`src/rtl/sevenseg_pkg.sv`:
```
// Shared constants and the hex-to-segment lookup for the seven-segment driver.
package sevenseg_pkg;

  // All segments off (active-low), including the decimal point.
  localparam logic [7:0] SEG_BLANK = 8'hFF;

  // gfedcba patterns, active-low. Entry 0 sits in the least significant slot.
  localparam logic [15:0][6:0] SEG7_TAB = {
    7'h0E, 7'h06, 7'h21, 7'h46, 7'h03, 7'h08, 7'h10, 7'h00,
    7'h78, 7'h02, 7'h12, 7'h19, 7'h30, 7'h24, 7'h79, 7'h40
  };

  function automatic logic [6:0] hex_to_seg7(input logic [3:0] nib);
    return SEG7_TAB[nib];
  endfunction

endpackage

```
`src/rtl/sevenseg_digit_decode.sv`:
```
// Turns the currently scanned nibble/dp into the active-low segment bus.
module sevenseg_digit_decode
  import sevenseg_pkg::*;
(
  input  logic [3:0] nibble_i,
  input  logic       dp_i,
  input  logic       visible_i,
  output logic [7:0] seg_o
);

  // Dark digits drive every segment off so no stray pattern leaks out.
  always_comb begin
    seg_o = visible_i ? {~dp_i, hex_to_seg7(nibble_i)} : SEG_BLANK;
  end

endmodule

```
`src/rtl/sevenseg_scan_driver.sv`:
```
// Time-multiplexed N-digit seven-segment scanner with dead time, PWM
// brightness, leading-zero blanking and frame-aligned (tear-free) loads.
module sevenseg_scan_driver
  import sevenseg_pkg::*;
#(
  parameter int NUM_DIGITS    = 4,
  parameter int SLOT_CYC      = 50000,
  parameter int DEAD_CYC      = 64,
  parameter int BLANK_LEADING = 1,
  parameter int AN_ACTIVE_LOW = 1
) (
  input  logic                    clk_i,
  input  logic                    rst_n_i,
  input  logic [4*NUM_DIGITS-1:0] data_i,
  input  logic [NUM_DIGITS-1:0]   dp_i,
  input  logic [NUM_DIGITS-1:0]   en_i,
  input  logic                    load_i,
  input  logic [3:0]              bright_i,
  output logic [7:0]              seg_o,
  output logic [NUM_DIGITS-1:0]   an_o,
  output logic                    frame_done_o
);

  localparam int CW  = $clog2(SLOT_CYC);
  localparam int IW  = (NUM_DIGITS > 1) ? $clog2(NUM_DIGITS) : 1;
  localparam int ACT = SLOT_CYC - DEAD_CYC;
  localparam logic [NUM_DIGITS-1:0] AN_OFF =
    (AN_ACTIVE_LOW != 0) ? {NUM_DIGITS{1'b1}} : {NUM_DIGITS{1'b0}};

  logic [CW-1:0]                 slot_cnt_q;
  logic [IW-1:0]                 idx_q;
  logic [3:0]                    bright_q;
  logic [NUM_DIGITS-1:0][3:0]    pend_data_q, disp_data_q;
  logic [NUM_DIGITS-1:0]         pend_dp_q, pend_en_q, disp_dp_q, disp_en_q;
  logic [7:0]                    seg_q, seg_d;
  logic [NUM_DIGITS-1:0]         an_q, an_d;
  logic                          fd_q;

  logic                          slot_end, frame_end, in_win, visible, run;
  logic [3:0]                    bright_eff;
  logic [31:0]                   on_len;
  logic [NUM_DIGITS-1:0]         blank;
  logic [NUM_DIGITS-1:0]         an_act;

  assign slot_end  = (slot_cnt_q == CW'(SLOT_CYC - 1));
  assign frame_end = slot_end && (idx_q == IW'(NUM_DIGITS - 1));

  // Brightness is taken live on the first slot cycle, then held for the slot.
  assign bright_eff = (slot_cnt_q == '0) ? bright_i : bright_q;
  assign on_len     = ((32'(bright_eff) + 32'd1) * 32'(ACT)) >> 4;
  assign in_win     = (32'(slot_cnt_q) >= 32'(DEAD_CYC)) &&
                      (32'(slot_cnt_q) <  32'(DEAD_CYC) + on_len);

  // Leading-zero mask: walk down from the top digit; disabled digits are
  // transparent, any nonzero nibble or lit dp ends the blank run.
  always_comb begin
    blank = '0;
    run   = 1'b1;
    for (int d = NUM_DIGITS - 1; d >= 1; d--) begin
      run      = run & (~disp_en_q[d] | ((disp_data_q[d] == 4'h0) & ~disp_dp_q[d]));
      blank[d] = run & (BLANK_LEADING != 0);
    end
  end

  assign visible = in_win && disp_en_q[idx_q] && !blank[idx_q];

  sevenseg_digit_decode u_dec (
    .nibble_i  (disp_data_q[idx_q]),
    .dp_i      (disp_dp_q[idx_q]),
    .visible_i (visible),
    .seg_o     (seg_d)
  );

  // Only the scanned digit can ever be selected, so AN is one-hot or idle.
  always_comb begin
    an_act = visible ? (NUM_DIGITS'(1) << idx_q) : '0;
    an_d   = (AN_ACTIVE_LOW != 0) ? ~an_act : an_act;
  end

  // Slot counter, digit index and per-slot brightness sample.
  always_ff @(posedge clk_i or negedge rst_n_i) begin
    if (!rst_n_i) begin
      slot_cnt_q <= '0;
      idx_q      <= '0;
      bright_q   <= '0;
    end else begin
      if (slot_cnt_q == '0) bright_q <= bright_i;
      if (slot_end) begin
        slot_cnt_q <= '0;
        idx_q      <= (idx_q == IW'(NUM_DIGITS - 1)) ? '0 : idx_q + 1'b1;
      end else begin
        slot_cnt_q <= slot_cnt_q + 1'b1;
      end
    end
  end

  // Loads land in pending; display only changes at the frame boundary, with
  // a same-cycle load bypassing straight to display.
  always_ff @(posedge clk_i or negedge rst_n_i) begin
    if (!rst_n_i) begin
      pend_data_q <= '0;
      pend_dp_q   <= '0;
      pend_en_q   <= '0;
      disp_data_q <= '0;
      disp_dp_q   <= '0;
      disp_en_q   <= '0;
    end else begin
      if (load_i) begin
        pend_data_q <= data_i;
        pend_dp_q   <= dp_i;
        pend_en_q   <= en_i;
      end
      if (frame_end) begin
        disp_data_q <= load_i ? data_i : pend_data_q;
        disp_dp_q   <= load_i ? dp_i   : pend_dp_q;
        disp_en_q   <= load_i ? en_i   : pend_en_q;
      end
    end
  end

  // Output registers: one cycle behind the slot counter.
  always_ff @(posedge clk_i or negedge rst_n_i) begin
    if (!rst_n_i) begin
      seg_q <= SEG_BLANK;
      an_q  <= AN_OFF;
      fd_q  <= 1'b0;
    end else begin
      seg_q <= seg_d;
      an_q  <= an_d;
      fd_q  <= frame_end;
    end
  end

  assign seg_o        = seg_q;
  assign an_o         = an_q;
  assign frame_done_o = fd_q;

endmodule

```
`config.mk`:
```
export PLATFORM = sky130hd
export DESIGN_NAME = sevenseg_scan_driver
export DESIGN_NICKNAME = d
export VERILOG_FILES = /design/src/rtl/sevenseg_pkg.sv /design/src/rtl/sevenseg_digit_decode.sv /design/src/rtl/sevenseg_scan_driver.sv
export SDC_FILE = /design/constraint.sdc
export NUM_CORES = 1
export LEC_CHECK = 0
export CAP_MARGIN = 0
export CORE_ASPECT_RATIO = 0.5
export CORE_MARGIN = 4
export CORE_UTILIZATION = 25
export DETAILED_ROUTE_END_ITERATION = 10
export GPL_TIMING_DRIVEN = 0
export PLACE_DENSITY_LB_ADDON = 0.08
export RECOVER_POWER = 100
export SYNTH_ARGS = -nofsm -noshare
export SYNTH_HDL_FRONTEND = slang
export SYNTH_SLANG_ARGS = --single-unit
```
`constraint.sdc`:
```
create_clock -name clk_i -period 6.5 [get_ports clk_i]
set_clock_uncertainty 0.15 [all_clocks]
set_input_delay 1.3 -clock clk_i [delete_from_list [all_inputs] [get_ports clk_i]]
set_output_delay 1.3 -clock clk_i [all_outputs]
set_load 0.01 [all_outputs]
```
* Yosys cells after proc, flatten, opt, wreduce, memory -nomap -nowiden
Memories as Yosys holds them, arrays and structs flattened.
Cells that the tools add are included.
** Word-level totals
- Register bits after elaboration :: 83
- Memory bits (read-only) :: 112
- Input bits :: 31
- Output and inout bits :: 13
- Word-level logic and storage cells :: 73
- Memories :: 1
** Memory list
- (no name shown) :: words 16, bits a word 7, read ports 1, clocked after Yosys merged registers in 0, wr ports 0, line sevenseg_pkg.sv:14 : return SEG7_TAB[nib];
** Cells by class
- Add/sub/neg operators :: 4
- Multipliers :: 1
- Order comparisons :: 4
- Equality and inequality tests :: 2
- Shift-type cells :: 1
- Muxes and demuxes :: 17
- Bitwise logic cells :: 16
- Reduce and logical (&&, ||, !) cells :: 9
** Operators with widths (number)
- $mux W16 :: 2
- $mux W4 :: 5
- $add A7 B17 Y18 const A :: 1
- $lt A16 B18 Y1 :: 1
- $mul A5 B12 Y17 const B :: 1
- $add A16 B1 Y16 const B :: 1
- $eq A16 B16 Y1 const B :: 1
- $ge A16 B7 Y1 const B :: 1
- $logic_not A16 Y1 :: 1
- $logic_not A4 Y1 :: 3
- $bmux W4 S2 :: 1
- $mux W8 :: 1
- $mux W7 :: 1
- $not A1 Y1 :: 7
- $bmux W1 S2 :: 3
- $add A4 B1 Y5 const B :: 1
- $and A1 B1 Y1 :: 5
- $lt A4 B5 Y1 const B :: 1
- $logic_and A1 B1 Y1 :: 4
- $not A4 Y4 :: 1
- $shl A1 B2 Y4 const A :: 1
- $lt A2 B3 Y1 const B :: 1
- $mux W1 :: 3
- $or A1 B1 Y1 :: 3
- 4 further kinds :: 4

* Depth between registers and ports, before layout
Gate-level depths: netlist (run 1).
- Word-level depth :: 11
- Gate-level depth with buffers :: 26
- Mapped depth without buffers :: 25

* Hierarchy
Synthesis (run 1) repeated with hierarchy kept, for this count alone.
** Second synthesis, totals
- Cell total of the unflattened synthesis :: 416
- Area, all modules :: 4808.4 µm²
** By module, submodules not included
- sevenseg_scan_driver :: times used 1, cells an instance 378, area each 4500.6 µm², sequential area each 2092.0 µm²
- sevenseg_digit_decode :: times used 1, cells an instance 38, area each 307.8 µm², sequential area each 0.0 µm²

* Worst setup path after synthesis (run 1)
No wires, ideal clock.
- Path type :: register to register
- From :: register slot_cnt_q[13]
- To :: register an_q[0] (netlist: an_o[0])
- Setup time :: 67 ps
- Data arrival time :: 5567 ps
- Data required time :: 6283 ps
- Slack :: 716 ps
- Stages on the path, launching flop included :: 22
- Buffers on the path :: 2
- Period minus slack after synthesis :: 5784 ps
- Cell sequence :: dfrtp_1 > or4_4 > or3_1 > buf_2 > nor2_2 > mux2i_1 > inv_1 > ha_1 > xnor2_1 > ha_1 > fa_1 > ha_1 > a21oi_1 > o21ai_0 > a31o_2 > xnor2_1 > ha_1 > nand2_1 > o41ai_1 > nand4_2 > buf_6 > nand3_1
** On the way
- Word-level cells in the longest chain between the ends :: 11
- Elaborated cells on any way between the ends :: 12
- Classes of those cells :: add/sub (2); mul (1); order compare (2); mux (2); bitwise (1); reduce/logical (4)
** RTL lines
- start, declared :: line sevenseg_scan_driver.sv:30 : logic [CW-1:0] slot_cnt_q;
- start signal, assigned :: line sevenseg_scan_driver.sv:92 : slot_cnt_q <= slot_cnt_q + 1'b1;
- $logic_not A16 Y1 :: line sevenseg_scan_driver.sv:49 : assign bright_eff = (slot_cnt_q == '0) ? bright_i : bright_q;
- $mux W4
- named net bright_eff[0] :: line sevenseg_scan_driver.sv:40 : logic [3:0] bright_eff;
- $add A4 B1 Y5 :: line sevenseg_scan_driver.sv:50 : assign on_len = ((32'(bright_eff) + 32'd1) * 32'(ACT)) >> 4;
- $mul A5 B12 Y17 :: line sevenseg_scan_driver.sv:50
- $add A7 B17 Y18 :: line sevenseg_scan_driver.sv:52 : (32'(slot_cnt_q) < 32'(DEAD_CYC) + on_len);
- $lt A16 B18 Y1 :: line sevenseg_scan_driver.sv:52
- $logic_and A1 B1 Y1 :: line sevenseg_scan_driver.sv:51 : assign in_win = (32'(slot_cnt_q) >= 32'(DEAD_CYC)) &&
- $logic_and A1 B1 Y1 (2 in series) :: line sevenseg_scan_driver.sv:65 : assign visible = in_win && disp_en_q[idx_q] && !blank[idx_q];
- $mux W4 :: line sevenseg_scan_driver.sv:76 : an_act = visible ? (NUM_DIGITS'(1) << idx_q) : '0;
- $not A4 Y4 :: line sevenseg_scan_driver.sv:77 : an_d = (AN_ACTIVE_LOW != 0) ? ~an_act : an_act;
- named net an_d[0] :: line sevenseg_scan_driver.sv:36 : logic [NUM_DIGITS-1:0] an_q, an_d;
- end signal, assigned :: line sevenseg_scan_driver.sv:129 : an_q <= an_d;
- end, declared :: line sevenseg_scan_driver.sv:36
The timed path passes the listed nets, and every way through them passes these cells.
A chain may end at the register's enable or synchronous reset.

* Worst setup path after layout (run 1)
- From :: register slot_cnt_q[13]
- To :: register seg_q[2] (netlist: seg_o[2])
** On the way
- Word-level cells in the longest chain between the ends :: 10
- Elaborated cells on any way between the ends :: 11
- Classes of those cells :: add/sub (2); mul (1); order compare (2); mux (2); reduce/logical (4)
** RTL lines
- $logic_not A16 Y1 :: line sevenseg_scan_driver.sv:49
- $mux W4
- named net bright_eff[0] :: line sevenseg_scan_driver.sv:40
- $add A4 B1 Y5 :: line sevenseg_scan_driver.sv:50
- $mul A5 B12 Y17 :: line sevenseg_scan_driver.sv:50
- $add A7 B17 Y18 :: line sevenseg_scan_driver.sv:52
- $lt A16 B18 Y1 :: line sevenseg_scan_driver.sv:52
- $logic_and A1 B1 Y1 :: line sevenseg_scan_driver.sv:51
- $logic_and A1 B1 Y1 (2 in series) :: line sevenseg_scan_driver.sv:65
- $mux W8 :: line sevenseg_digit_decode.sv:13 : seg_o = visible_i ? {~dp_i, hex_to_seg7(nibble_i)} : SEG_BLANK;
- named net seg_d[2] :: line sevenseg_scan_driver.sv:35 : logic [7:0] seg_q, seg_d;
- end signal, assigned :: line sevenseg_scan_driver.sv:128 : seg_q <= seg_d;
- end, declared :: line sevenseg_scan_driver.sv:35
The timed path passes the listed nets, and every way through them passes these cells.

==> results.ini, run 1 <==
[cts]
cts_buffer_depth=2
path_clk_slew_ns=0.06
cts_buffers=9
htreeDepth=3
insertion_delay_ns=0.34
cts_tree=built
cts.sinks=83
root_buffer=clkbuf_16

[yosys]
syn-mean-instance-area_um2=11.6
synthDistinctLibCells=54
synth-xor-area-share_pct=4.24
async_reset_ff_share_pct=100
synthMuxAreaShare_pct=16.1
yosysSeqAreaShare_pct=44.1
synth-simple-area-share_pct=12.7
yosysTopAreaCell=dfrtp_1
synth_nets=488
synth_cells=410
syn_area_um2=4750
synth-seq-cells=83
synth_top_family_by_area=multiplexers
yosys_most_used_dff=dfrtp_1
netlist.area_leader.share_pct=37.4
synth-compound-area-share_pct=7.38
synth_fa_ha_area_share_pct=12.7
synth_area_leaders=dfrtp_1, mux2_2, ha_1
synth-edff-count=0
yosysWarningCount=0

[finish]
seqCellArea_um2=2090
drive_gt1_share_pct=18.1
n_antenna_cell=0
syn_to_final_growth_pct=23.0
final_common_cell=dfrtp_1
n_fill_cell=1887
final_cell_area_um2=5840
multi_input_area_um2=2550
layout_common_cells=dfrtp_1, ha_1, mux2_2, clkdlybuf4s50_1, nand2_1
nets=544

[routing]
dr_wl_met3_um=248
wire_per_inst_um=15.2
drt-initial-drc-count=95
wl_met2_um=5060
firstDrtPassIters=4
num_vias=3182
drc=0
wl_um=11100
postRouteAntennaNets=0
highest_layer=met4
routedLengthMet1_um=5650
vias_per_cell=4.36

[floorplanning]
coreArea_um2=18500
initial_core_util_pct=25.6
die-area_um2=21400
num_io_pins=44
rows=35
die_w_um=203
die_h_um=105

[global_routing]
grt_overflow=0
grt_pass1_vias=3343
grt_pass1_wl_um=18600
grtUsageTotal_pct=11.0
antenna_found_initial=0
grt_max_degree=50

[timing]
slew_violations=86
setup_tns_ns=0
rsz0062_at_grt=false
final.period_utilization_pct=93.8
worst_slew_pin_slew_ns=2.73
final-hold-violation-count=0
max_freq_mhz=164
relSlewSlack_pct=-82.3
fin_crit_ns=6.10
finalSetupViolations=0
worst_slack_ns=0.402

[status]
outcome=finished, violations left
violations=capacitance limit, slew limit

[placed_design]
postPlaceCellArea_um2=5520
place.gp.congestion=0.756
preCtsSetupSlack_ns=-0.595
place.port_buffers=42
dp_hpwl_um=8530

[setup_path]
end_kind=flop
critPathRequiredTime_ns=6.59
arrival_ns=6.19
cp_cell_sequence=or4_4 -> or3_1 -> buf_2 -> nor2_4 -> mux2i_4 -> inv_1 -> ha_1 -> xnor2_2 -> ha_1 -> fa_1 -> ha_1 -> nand2_1 -> a21oi_1 -> o21ai_0 -> xor2_1 -> ha_1 -> a211o_1 -> a21oi_1 -> o21ai_0 -> a21oi_1 -> o41ai_2 -> nand4_2 -> buf_6 -> o2111ai_2
cp_top_family=adder cells
worst_path_most_repeated_cell=ha_1
crit_type=reg2reg
worst-r2r-cell-count=24
path_buf_inv=3
crit_cells=24
r2r-end=seg_o[2]$_DFF_PN1_
max_stage_delay_ns=0.59
r2r_start=slot_cnt_q[13]$_DFF_PN0_
crit_fanout=10
reg2reg_setup_slack_ns=0.40
start_kind=flop
cp_slowest_cell=or4_4

[job]
maxCapViolCount=2

[power_and_ir_drop]
power.density_nw_per_um2=216
power_mw=1.26
leakage_nw=2.46
ir_worst_vdd_uv=125

[worst_hold_path]
min-delay-start=pend_en_q[1]$_DFF_PN0_
hold_end=pend_en_q[1]$_DFF_PN0_
hold_class=reg2reg
hold_path_depth=1

-- worst max-delay path by stage --
| stage | to | slack, ns | from |
|---|---|---|---|
| global placement | an_o[1]$_DFF_PN1_ | -0.54 | slot_cnt_q[13]$_DFF_PN0_ |
| finish | seg_o[2]$_DFF_PN1_ | 0.40 | slot_cnt_q[13]$_DFF_PN0_ |
| detailed placement | an_o[2]$_DFF_PN1_ | -0.60 | slot_cnt_q[13]$_DFF_PN0_ |
| global route | seg_o[2]$_DFF_PN1_ | 0.009 | slot_cnt_q[13]$_DFF_PN0_ |
| floorplan | an_o[0]$_DFF_PN1_ | 0.72 | slot_cnt_q[13]$_DFF_PN0_ |
| CTS | seg_o[2]$_DFF_PN1_ | 0.16 | slot_cnt_q[13]$_DFF_PN0_ |
-- worst reg2reg max path, delay by kind of cell (launching register included) --
family                   cells  cell delay (ns)
AND/OR/NAND/NOR              5             1.38
buffers and inverters        3             0.51
adder cells (fa/ha/maj)      5             1.67
AO/OA/AOI/OAI                8             1.19
flip-flops                   1             0.45
XOR/XNOR                     2             0.40
multiplexers                 1             0.26
-- metrics by stage --
| stage | hold WS, ns | instances | util, % |
|---|---|---|---|
| 6_report | 0.331 | 729 | 31.5 |
| 5_1_grt | 0.356 | 729 | 31.5 |
| 4_1_cts | 0.349 | 728 | 31.6 |
| 3_5_place_dp | 0.335 | 712 | 29.8 |
| 3_3_place_gp | 0.333 | 711 | 29.6 |
| 2_1_floorplan | 0.319 | 410 | - |
-- metal layers --
| layer | GRT usage [%] | vias up |
|---|---|---|
| met5 | 0 | - |
| met4 | 2.47 | 0 |
| met3 | 2.46 | 8 |
| met2 | 17.3 | 30 |
| met1 | 15.6 | 1548 |
| li1 | - | 1596 |
-- kinds of logic (layout without fill, tap and decap cells) --
logic type / Yosys count / in the layout
multiplexers: 62 / 62
XOR/XNOR: 23 / 23
flip-flops: 83 / 83
AND/OR/NAND/NOR: 109 / 109
buffers and inverters: 33 / 93
adder cells (fa/ha/maj): 47 / 47
AO/OA/AOI/OAI: 53 / 53
-- synth_stat cells, types with 4 or more instances --
master and count:
dfrtp_1 71, mux2_2 53, ha_1 45, nand2_1 24
inv_1 20, nor2_1 20, nand3_1 18, o21ai_0 17
a21oi_1 15, xor2_1 13, dfstp_2 12, clkbuf_1 10
xnor2_1 10, mux4_2 6, or4_1 5, and2_1 4
nor2b_1 4, nor3_1 4, nor4_1 4, or3_1 4
-- report_power, final --
group | total (mW) | switching, mW | internal (mW)
Combinational | 0.191 | 0.106 | 0.0850
Clock | 0.523 | 0.215 | 0.308
Sequential | 0.550 | 0.00946 | 0.540
Total | 1.26 | 0.331 | 0.934
-- cell type report --
type,instances,area share (%)
inverters,20,1.29
clock buffers,10,4.09
well taps,259,5.55
plain buffers,12,0.921
multi-input cells,294,43.8
repair buffers,46,7.54
clock inverters,5,1.03
flip-flops and latches,83,35.8
-- flip-flops by register name, indices dropped and copies added (netlist names) --
register and cells:
frame_done_o 1, disp_en_q 4, an_o 4, slot_cnt_q 16, bright_q 4, disp_data_q 16, pend_data_q 16, pend_en_q 4
seg_o 8, idx_q 2, pend_dp_q 4, disp_dp_q 4
-- timing repair --
action,4_1_cts,5_1_grt
endpoints found under the setup margin,12,12
hold buffers,0,0
setup buffers,1,2
gates resized for setup,5,4
pin swaps,0,2
(Power assumes the default switching activity.)
==> run 2, diff against run 1 <==
- CAP_MARGIN: 0 -> 20
==> results of run 2 <==
No change in the layout: final DEF, timing and power equal those of run 1.
